==> config.mk <==
export PLATFORM = sky130hd
export DESIGN_NAME = note_sequencer
export DESIGN_NICKNAME = d
export VERILOG_FILES = /design/src/rtl/note_seq_pkg.sv /design/src/rtl/note_fifo.sv /design/src/rtl/note_sequencer.sv
export SDC_FILE = /design/constraint.sdc
export NUM_CORES = 1
export LEC_CHECK = 0
export ABC_CLOCK_PERIOD_IN_PS = 4300
export BUFFER_PORTS_ARGS = -buffer_cell sky130_fd_sc_hd__clkbuf_2
export CAP_MARGIN = 20
export CORE_MARGIN = 2
export CORE_UTILIZATION = 50
export CTS_BUF_LIST = sky130_fd_sc_hd__clkbuf_4 sky130_fd_sc_hd__clkbuf_8
export CTS_CLUSTER_SIZE = 25
export DETAILED_ROUTE_END_ITERATION = 7
export HOLD_SLACK_MARGIN = 0.06
export PLACE_DENSITY = 0.66
export RECOVER_POWER = 25
export REMOVE_ABC_BUFFERS = 1
export SLEW_MARGIN = 20
export SYNTH_ARGS = -nofsm -noshare
export SYNTH_HDL_FRONTEND = slang
export SYNTH_SLANG_ARGS = --single-unit
==> constraint.sdc <==
create_clock -name clk -period 4.3 [get_ports clk]
set_input_delay 0 -clock clk [delete_from_list [all_inputs] [get_ports clk]]
set_output_delay 0 -clock clk [all_outputs]
set_load 0.005 [all_outputs]
==> src/rtl/note_seq_pkg.sv <==
// note_seq_pkg: shared state encoding and note-word field layout for the note sequencer
package note_seq_pkg;
  typedef enum logic [1:0] {IDLE, PLAY, GAP, NEXT} state_t;
  localparam int NOTE_W = 8;
  localparam int DUR_W = 8;
  localparam int WORD_W = NOTE_W + DUR_W;
  localparam int NOTE_LSB = 0;
  localparam int DUR_LSB = 8;
  function automatic logic [NOTE_W-1:0] note_of(input logic [WORD_W-1:0] w);
    return w[NOTE_LSB +: NOTE_W];
  endfunction
  function automatic logic [DUR_W-1:0] dur_of(input logic [WORD_W-1:0] w);
    return w[DUR_LSB +: DUR_W];
  endfunction
endpackage

==> src/rtl/note_fifo.sv <==
// note_fifo: DEPTH x W register FIFO with flush, sticky overflow and head word read from the register array
module note_fifo #(
  parameter int DEPTH = 16,
  parameter int W = 16
) (
  input  logic                     clk,
  input  logic                     reset_,
  input  logic                     push,
  input  logic                     pop,
  input  logic                     flush,
  input  logic [W-1:0]             din,
  output logic [W-1:0]             head,
  output logic [$clog2(DEPTH):0]   level,
  output logic                     full,
  output logic                     empty,
  output logic                     ovf
);
  localparam int AW = $clog2(DEPTH);
  localparam int LW = AW + 1;
  logic [W-1:0] mem [DEPTH];
  logic [AW-1:0] wp, rp;
  logic do_push, do_pop;
  assign full = level == LW'(DEPTH);
  assign empty = level == '0;
  assign do_pop = pop && !empty && !flush;
  // a full queue still accepts a push when the head leaves in the same cycle
  assign do_push = push && !flush && (!full || do_pop);
  assign head = mem[rp];
  always_ff @(posedge clk)
    if (do_push) mem[wp] <= din;
  always_ff @(posedge clk or negedge reset_)
    if (!reset_) begin
      wp <= '0;
      rp <= '0;
      level <= '0;
      ovf <= 1'b0;
    end else if (flush) begin
      wp <= '0;
      rp <= '0;
      level <= '0;
      ovf <= 1'b0;
    end else begin
      wp <= do_push ? wp + 1'b1 : wp;
      rp <= do_pop ? rp + 1'b1 : rp;
      level <= level + LW'(do_push) - LW'(do_pop);
      ovf <= ovf || (push && !do_push);
    end
endmodule

==> src/rtl/note_sequencer.sv <==
// note_sequencer: plays queued (note, duration) words onto the beep mode input with a silent gap after each note
module note_sequencer
  import note_seq_pkg::*;
#(
  parameter int DEPTH = 16,
  parameter int TICK_DIV = 6250000,
  parameter int GAP_CYC = 625000
) (
  input  logic                     clk,
  input  logic                     reset_,
  input  logic                     wr,
  input  logic [WORD_W-1:0]        wdata,
  input  logic                     clr,
  output logic [NOTE_W-1:0]        mode_out,
  output logic [$clog2(DEPTH):0]   level,
  output logic                     full,
  output logic                     empty,
  output logic                     busy,
  output logic                     ovf,
  output logic                     done
);
  localparam int TW = TICK_DIV > 1 ? $clog2(TICK_DIV) : 1;
  localparam int GW = GAP_CYC > 1 ? $clog2(GAP_CYC) : 1;
  state_t state;
  logic [TW-1:0] tick;
  logic [GW-1:0] gcnt;
  logic [DUR_W-1:0] dur;
  logic [NOTE_W-1:0] note;
  logic [WORD_W-1:0] head;
  logic pop;
  logic [DUR_W-1:0] hdur;
  assign hdur = dur_of(head);
  assign pop = !clr && !empty && (state == IDLE || state == NEXT);
  assign busy = state != IDLE;
  note_fifo #(.DEPTH(DEPTH), .W(WORD_W)) u_fifo (
    .clk(clk), .reset_(reset_), .push(wr), .pop(pop), .flush(clr), .din(wdata),
    .head(head), .level(level), .full(full), .empty(empty), .ovf(ovf)
  );
  always_ff @(posedge clk or negedge reset_)
    if (!reset_) begin
      state <= IDLE;
      mode_out <= '0;
      done <= 1'b0;
      tick <= '0;
      gcnt <= '0;
      dur <= '0;
      note <= '0;
    end else if (clr) begin
      state <= IDLE;
      mode_out <= '0;
      done <= 1'b0;
    end else begin
      done <= 1'b0;
      case (state)
        IDLE, NEXT:
          if (!empty) begin
            note <= note_of(head);
            dur <= hdur;
            tick <= '0;
            // a zero-duration entry is consumed without ever reaching PLAY
            state <= hdur == '0 ? NEXT : PLAY;
            mode_out <= hdur == '0 ? '0 : note_of(head);
          end else begin
            state <= IDLE;
            mode_out <= '0;
            done <= state == NEXT;
          end
        PLAY:
          if (tick == TW'(TICK_DIV - 1)) begin
            tick <= '0;
            dur <= dur - 1'b1;
            if (dur == DUR_W'(1)) begin
              mode_out <= '0;
              gcnt <= '0;
              state <= (note != '0 && GAP_CYC > 0) ? GAP : NEXT;
            end
          end else
            tick <= tick + 1'b1;
        GAP:
          if (gcnt == GW'(GAP_CYC - 1)) state <= NEXT;
          else gcnt <= gcnt + 1'b1;
      endcase
    end
endmodule
==> impl_metrics.tcl <==
set metrics [dict create \
    yosys.area.top_type "edfxtp_1" \
    routed_wl_um 32040 \
    yosysSeqAreaShare_pct 68.62 \
    timing.clock.skew_ns 0.03678 \
    finalPower_mw 8.541 \
    grt_start_max_net_pins 49 \
    yosys_most_used_dff "edfxtp_1" \
    portBuffers 37 \
    cts_sinks 340 \
    setup_ws_ns 0.6883 \
    cp-end-kind "register" \
    synth_commonest_cells "edfxtp_1, dfrtp_1, nor2_1" \
    postRouteAntennaNets 0 \
    tightest_slew_ns 0.9633 \
    syn2layout_area_growth_pct 14.41 \
    track_usage_pct 21.69 \
    timing.slew.headroom_pct 35.78 \
    dp_hpwl_um 19430 \
    dp.cells 1346 \
    drv_cap 0 \
    switching_share_pct 29.35 \
    fin_crit_ns 3.612 \
    fin_cells 1463 \
    die_h_um 172.9 \
    fillerInstances 2199 \
    clk_latency_ns 0.60 \
    drc_errors 0 \
    intPower_mw 6.034 \
    syn_area_per_cell_um2 15.11 \
    pwr-share-clk_pct 31.4 \
    drtIter0Drc 875 \
    root_buffer "clkbuf_8" \
    synth-seq-cells 340 \
    antenna_found_initial 0 \
    required_ns 4.78 \
    pwr-share-seq_pct 46.9 \
    cts_max_path_buffers 3 \
    num_rows 61 \
    crit_path_start_kind "register" \
    numCtsBuffers 55 \
    syn_inst 944 \
    synth_area_leaders "edfxtp_1, dfrtp_1, mux4_2" \
    p_per_area_nw_per_um2 523.3 \
    fmax_ghz 0.2769 \
    ys_types 56 \
    syn_area_um2 14270 \
    clk_pin_slew_ns 0.06 \
    hold_class "input port to register" \
    ys_async_sr_fraction_pct 24.71 \
    rsz0062_at_grt "false" \
    p_comb_share_pct 21.7 \
    yosysWarnings 0 \
    htree_levels 2 \
    netSwitchingPower_mw 2.507 \
    drv_slew 0 \
    status "finished clean" \
    post-place-ws_ns 0.7372 \
    num_io_pins 38 \
    crit_fanout 35 \
    ir_worst_vdd_uv 287.3 \
    dieArea_um2 29900 \
    dr.pass1.iters 5 \
    routabilityCongestion 0.8263 \
    synth_edf_count 256 \
    viasPerCell 5.825 \
    synth_top_area_share_pct 53.89 \
    drive_gt1_share_pct 19.17 \
    coreArea_um2 27930 \
    start_util_pct 51.07 \
    hold_ws_ns 0.3894 \
    grt_pass1_vias 8478 \
    fin_crit_sh_pct 83.99 \
    die_w_um 172.9 \
    antenna_cells 0 \
    cts_tree "yes" \
    cts_resized 0 \
    path_class "register to register" \
    wl_per_cell_um 21.90 \
    overflow 0 \
    cp_data_arrival_time_ns 4.09 \
    grt_pass1_wl_um 49650 \
    num_vias 8522 \
    hold_viol_final 0 \
    setup_viol 0 \
    post-synth-top-count-cell "edfxtp_1" \
    p_leak_nw 5.914 \
    final_core_util_pct 58.43 \
    fin_nets 1087 \
]
==> cell usage in the layout (no fill, tap or decap), types with 28 or more instances in the layout <==
| master | Yosys | final |
|---|---|---|
| nor2_1 | 73 | 61 |
| o21ai_0 | 44 | 44 |
| mux2i_1 | 50 | 50 |
| clkbuf_4 | 0 | 28 |
| inv_1 | 29 | 29 |
| buf_4 | 0 | 29 |
| clkbuf_8 | 0 | 57 |
| nand2_1 | 50 | 50 |
| mux4_2 | 35 | 35 |
| edfxtp_1 | 256 | 256 |
| dfrtp_1 | 84 | 82 |
==> layout make-up <==
type                            count  area [um2]  area share (%)
Inverter                           29       108.9          0.6669
Clock buffer                       85       994.7           6.094
Tap cell                          378       473.0           2.898
Sequential cell                   340        9794           60.01
Clock inverter                     10       61.31          0.3756
Timing Repair Buffer               88       640.6           3.925
Multi-Input combinational cell    533        4249           26.03
==> what timing repair did <==
item,in CTS,in global routing
endpoints found under the hold margin,343,0
hold buffers,22,0
buffers inserted,0,0
==> power by group through the flow <==
| stage | sequential [mW] | combinational (mW) | clock, mW |
|---|---|---|---|
| finish | 4.00 | 1.86 | 2.68 |
| global route | 4.03 | 2.04 | 2.91 |
| CTS | 4.00 | 1.86 | 2.74 |
| detailed placement | 4.07 | 1.84 | 0 |
| global placement | 4.06 | 1.81 | 0 |
| floorplan | 4.07 | 1.24 | 0 |
==> final timing paths <==
check,from,end,slack (ns),depth (start not counted)
worst max-delay path,u_fifo.rp[1]$_DFFE_PN0P_,mode_out[0]$_DFFE_PN0P_,0.69,6
worst max register to register,u_fifo.rp[1]$_DFFE_PN0P_,mode_out[0]$_DFFE_PN0P_,0.69,6
worst min register to register,tick[3]$_DFFE_PN0P_,tick[3]$_DFFE_PN0P_,0.50,1
max in group asynchronous,reset_,u_fifo.rp[0]$_DFFE_PN0P_,3.20,4
min in group asynchronous,reset_,gcnt[0]$_DFFE_PN0P_,0.49,4
worst min-delay path,wdata[14],u_fifo.mem[6][14]$_DFFE_PP_,0.39,2
==> stage by stage <==
step / cell area (um2) / TNS [ns]
floorplan: 14080 / -12.49
CTS: 16340 / 0
detailed placement: 15040 / 0
global placement: 15040 / 0
global route: 16320 / 0
finish: 16320 / 0
==> sequential cells by signal, summed over array words and instances (netlist names) <==
| name | cells |
|---|---|
| u_fifo.mem | 256 |
| tick | 23 |
| gcnt | 20 |
| dur | 8 |
| mode_out | 8 |
| note | 8 |
| u_fifo.level | 5 |
| u_fifo.rp | 4 |
| u_fifo.wp | 4 |
| state | 2 |
| done | 1 |
| u_fifo.ovf | 1 |
==> metal layers <==
metal	GRT usage (%)	share of wire, %
met5	0	0
met1	31.64	45
met4	6.603	2.2
met3	3.628	5.7
met2	33.83	47
==> critical path, cell delays in order, from the launching register on <==
cell and delay (ns):
dfrtp_2 0.98, mux4_1 0.40, a22oi_1 0.36, nand2_1 0.09, or4_1 0.55, or4_1 0.74
a32o_1 0.32
==> kinds of logic after synthesis <==
group,synth area share [%]
compound gates,7.174
xor+xnor,1.842
fa+ha+maj,1.807
buf+inv,2.070
flops,68.62
mux,10.03
simple gates,8.455
Power figures use the tool's default switching activity.
